[config.mk]
export PLATFORM = sky130hd
export DESIGN_NAME = serial_addsub
export DESIGN_NICKNAME = d
export VERILOG_FILES = /design/src/rtl/serial_addsub.sv
export SDC_FILE = /design/constraint.sdc
export NUM_CORES = 1
export LEC_CHECK = 0
export ABC_AREA = 1
export CORE_UTILIZATION = 46
export DETAILED_ROUTE_END_ITERATION = 7
export PLACE_DENSITY_LB_ADDON = 0.25
export SLEW_MARGIN = 40
export SYNTH_ARGS = -nofsm -noshare
export SYNTH_HDL_FRONTEND = slang
export SYNTH_SLANG_ARGS = --single-unit
export TNS_END_PERCENT = 1
[constraint.sdc]
create_clock -name clk -period 1.1 [get_ports clk]
set_input_delay 0.165 -clock clk [delete_from_list [all_inputs] [get_ports clk]]
set_output_delay 0.165 -clock clk [all_outputs]
set_load 0.02 [all_outputs]
[src/rtl/serial_addsub.sv]
// Bit-serial two's-complement adder/subtractor: one full-adder cell, LSB first, WIDTH cycles per op.
// Optional signed-overflow output enabled by defining SERIAL_ADDSUB_OVF_EN.
module serial_addsub #(
  parameter int WIDTH = 8
) (
  input  logic             clk,
  input  logic             rst_n,
  input  logic             start,
  input  logic             sub,
  input  logic [WIDTH-1:0] a,
  input  logic [WIDTH-1:0] b,
  output logic             busy,
  output logic             done,
  output logic [WIDTH-1:0] result,
  output logic             cout
`ifdef SERIAL_ADDSUB_OVF_EN
  ,
  output logic             ovf
`endif
);

  localparam int CW = (WIDTH > 1) ? $clog2(WIDTH) : 1;
  localparam logic [CW-1:0] LAST = CW'(WIDTH - 1);

  localparam logic [1:0] IDLE = 2'd0;
  localparam logic [1:0] RUN  = 2'd1;
  localparam logic [1:0] DONE = 2'd2;

  logic [1:0]       state;
  logic [WIDTH-1:0] sh_a;
  logic [WIDTH-1:0] sh_b;
  logic             carry;
  logic [CW-1:0]    cnt;
  logic             fa_s;
  logic             fa_c;

  assign fa_s = sh_a[0] ^ sh_b[0] ^ carry;
  assign fa_c = (sh_a[0] & sh_b[0]) | (sh_a[0] & carry) | (sh_b[0] & carry);

  assign busy = (state != IDLE);
  assign done = (state == DONE);

  // Subtraction is a + ~b + 1: B is inverted on load and the carry seeded with sub.
  always_ff @(posedge clk or negedge rst_n) begin
    if (!rst_n) begin
      state  <= IDLE;
      sh_a   <= '0;
      sh_b   <= '0;
      carry  <= 1'b0;
      cnt    <= '0;
      result <= '0;
      cout   <= 1'b0;
`ifdef SERIAL_ADDSUB_OVF_EN
      ovf    <= 1'b0;
`endif
    end else begin
      case (state)
        IDLE: begin
          if (start) begin
            sh_a  <= a;
            sh_b  <= b ^ {WIDTH{sub}};
            carry <= sub;
            cnt   <= '0;
            state <= RUN;
          end
        end
        RUN: begin
          sh_a   <= sh_a >> 1;
          sh_b   <= sh_b >> 1;
          result <= {fa_s, result[WIDTH-1:1]};
          carry  <= fa_c;
          // Final carry and MSB carry-in are captured here so they are valid while done is high.
          if (cnt == LAST) begin
            cout  <= fa_c;
`ifdef SERIAL_ADDSUB_OVF_EN
            ovf   <= carry ^ fa_c;
`endif
            state <= DONE;
          end else begin
            cnt <= cnt + 1'b1;
          end
        end
        DONE: begin
          state <= IDLE;
        end
        default: begin
          state <= IDLE;
        end
      endcase
    end
  end

endmodule

==> impl_results.md <==
- Status: complete, but fails checks
- Failing checks: setup timing
- Mean Syn Cell Area: approximately 7.8 um2
- WP data arrival: approximately 1.1 ns
- First-pass GRT wire length: ~6000 um
- Slew Limit Headroom: 0.833
- Endpoints failing hold: 0
- Seq/Total Area, Yosys: 0.474
- Most common cell after layout, fill and taps aside: nand2_1
- Yosys top cell by area: dfrtp_1
- Synth unique cells: 19
- Synth top area cells: dfrtp_1, nand2_1, nand3_1
- Post-DP HPWL: about 2400 um
- Initial DRC Count: 70
- Synth-to-Final Area Change: 38.5%
- Placed cell count: ~300
- Final non-filler cell total: 310
- CTS tree: yes
- Gr ovfl total: 0
- Diodes inserted: 0
- # rows: 21
- Post-synthesis mux area share: 0
- Top cell type's share of synthesized area: 0.474
- Startpoint Class: flip-flop
- Worst slew pin tran: 0.249 ns
- Endpoints failing setup: 27
- Die width: approximately 62 um
- Gpl congestion: 0.767
- Ratio of final minimum period to clock period: 1.12
- Netlist Area Pre-Place: ~1600 um2
- Final Critical Period: between 1 and 1.5 ns
- Total power: between 5 and 6 mW
- CTS buffer count: 5
- Slowest-stage cell, CP: dfrtp_2
- Die area: 3800 um2
- Clock Latency Late Sink: 0.33 ns
- Vias per cell: approximately 4.8
- Cells after Synth: between 200 and 250
- Maximum net fanout on the critical path: 4
- Drt drc: 0
- Hold Path Class: primary input to asynchronous set/reset pin
- Util after Layout: 0.673
- WL final: between 3000 and 4000 um
- H-tree levels: 2
- Max-cap check violation count: 0
- Peak supply drop: 1.68 mV
- Initial cell density of the core: 0.486
- Commonest cells after routing, fill and taps aside: nand2_1, nand3_1, dfrtp_1
- Final net count: about 290
- Simple logic cell fraction of the synthesized area: 0.372
- Leak pwr: roughly 1.2 nW
- Core area: around 3400 um2
- Die H: 61.6 um
- Wire length per cell: between 10 and 15 um
- Syn nets: roughly 230
- Fillers: ~290
- Adder-Cell Fraction of Synth Area: 0.0275
- Largest net degree at the start of global routing: 32
- IO Port Bufs: 30
- Largest family of logic cells by synthesized area: simple AND/OR/NAND/NOR gates
- Largest stage delay on the critical path: ~0.46 ns
- Clock root cell: clkbuf_4
- WP data required: 0.94 ns
- DR vias: around 1500
- Delay-heaviest family, CP: flip-flops
- Initial antenna violation count: 0
- Synth Area in XOR/XNOR: 0.00536
- Pwr dens: approximately 2500 nW/um2
- Maximum clock insertion buffer count: 2
- Drt pass-1 iters: 4
- FF+latch count, synth: 31
- # hold bufs at CTS: 0
- Max frequency: approximately 810 MHz
- Post-route ant nets: 0
- Clock Skews: 0.0161 ns
- CP Cell Sequence: inv_2, nand2_2, buf_6
- Clk pin slew, worst setup/hold paths: around 0.11 ns
- Setup CP Type: flip-flop to output pin
- RSZ-0062 raised after global routing: true
- I/O pins: 31
- Share of layout cells above drive strength 1: 0.246
- Fin. max-slew vios: 0
- WP buf/inv: 2
- GRT Util Overall: 0.218
- Vias in the first global route: around 1400
- Complex-gate fraction of the synthesized area: 0.0245
- YS warnings: 0
- Clk sinks: 31
- Setup crit end kind: output pin
- Final setup slack of the worst path: -0.136 ns
[worst paths after layout]
| check | startpoint | end | slack, ns | cells after the start |
|---|---|---|---|---|
| max | state[0]$_DFFE_PN0P_ | busy | -0.14 | 3 |
| min | rst_n | result[3]$_DFFE_PN0P_ | 0.19 | 2 |
| max reg2reg | sh_a[0]$_DFFE_PN0P_ | carry$_DFFE_PN0P_ | -0.11 | 4 |
| min reg2reg | result[0]$_DFFE_PN0P_ | result[0]$_DFFE_PN0P_ | 0.48 | 2 |
| max in group asynchronous | rst_n | state[0]$_DFFE_PN0P_ | 0.72 | 2 |
| min in group clk | a[7] | sh_a[7]$_DFFE_PN0P_ | 0.39 | 3 |
[cell usage after synthesis]
master	number
inv_2	1
buf_2	4
dfrtp_1	31
nor2_4	2
nor2_1	3
nand2_2	1
nand3_1	40
o21ai_0	4
ha_1	2
buf_6	1
nand3b_1	6
nand2_4	2
nand2_1	80
xor2_1	1
o21ai_1	4
fa_1	1
inv_4	1
inv_1	23
buf_4	4
[metal layers]
metal  vias up  global-route usage  routed length (um)
met5         -                   0                   0
met4         0              0.0667                  34
met3         5              0.0441                 174
met2        38               0.332                1730
met1       681               0.312                1850
li1        768                   -                   -
[stage by stage]
stage	instance area, um2	hold WS, ns	setup TNS (ns)	setup slack [ns]
after CTS	2210	0.190	-1.61	-0.113
after global placement	2110	0.459	-3.16	-0.175
after floorplan	1650	-0.131	-0.200	-0.0410
final	2260	0.190	-1.80	-0.136
after detailed placement	2110	0.464	-3.86	-0.180
after global routing	2260	0.198	-3.74	-0.190
[cell type report]
cell class | instances | area [um2] | share of cell area
clock inverter | 2 | 35.0 | 0.0155
timing repair buffer | 54 | 487 | 0.215
sequential | 31 | 777 | 0.343
tap | 46 | 57.6 | 0.0254
clock buffer | 6 | 51.3 | 0.0227
inverter | 25 | 98.8 | 0.0436
multi-input combinational | 146 | 758 | 0.335
[cells by family (layout without fill, tap and decap cells)]
logic type | count (synthesis) | in the layout
flip-flops | 31 | 31
XOR/XNOR | 1 | 1
AND/OR/NAND/NOR | 134 | 134
buffers and inverters | 34 | 87
AO/OA/AOI/OAI | 8 | 8
adder cells (fa/ha/maj) | 3 | 3
[sequential cells by signal (all words and copies together) (netlist names)]
register / count
result: 8
cnt: 3
state: 2
sh_b: 8
sh_a: 8
cout: 1
carry: 1
[timing repair]
| item | in CTS | in global routing |
|---|---|---|
| pin swaps | 4 | 5 |
| setup buffers | 2 | 3 |
| endpoints found under the setup margin | 42 | 34 |
| resized for setup | 59 | 12 |
[power by group]
group	leakage [nW]	switching, mW	internal (mW)	total [mW]
sequential	0.389	0.284	1.63	1.91
clock	0.0482	0.412	0.537	0.949
combinational	0.769	1.59	1.31	2.90
No activity file was read; power rests on OpenSTA's default activity.
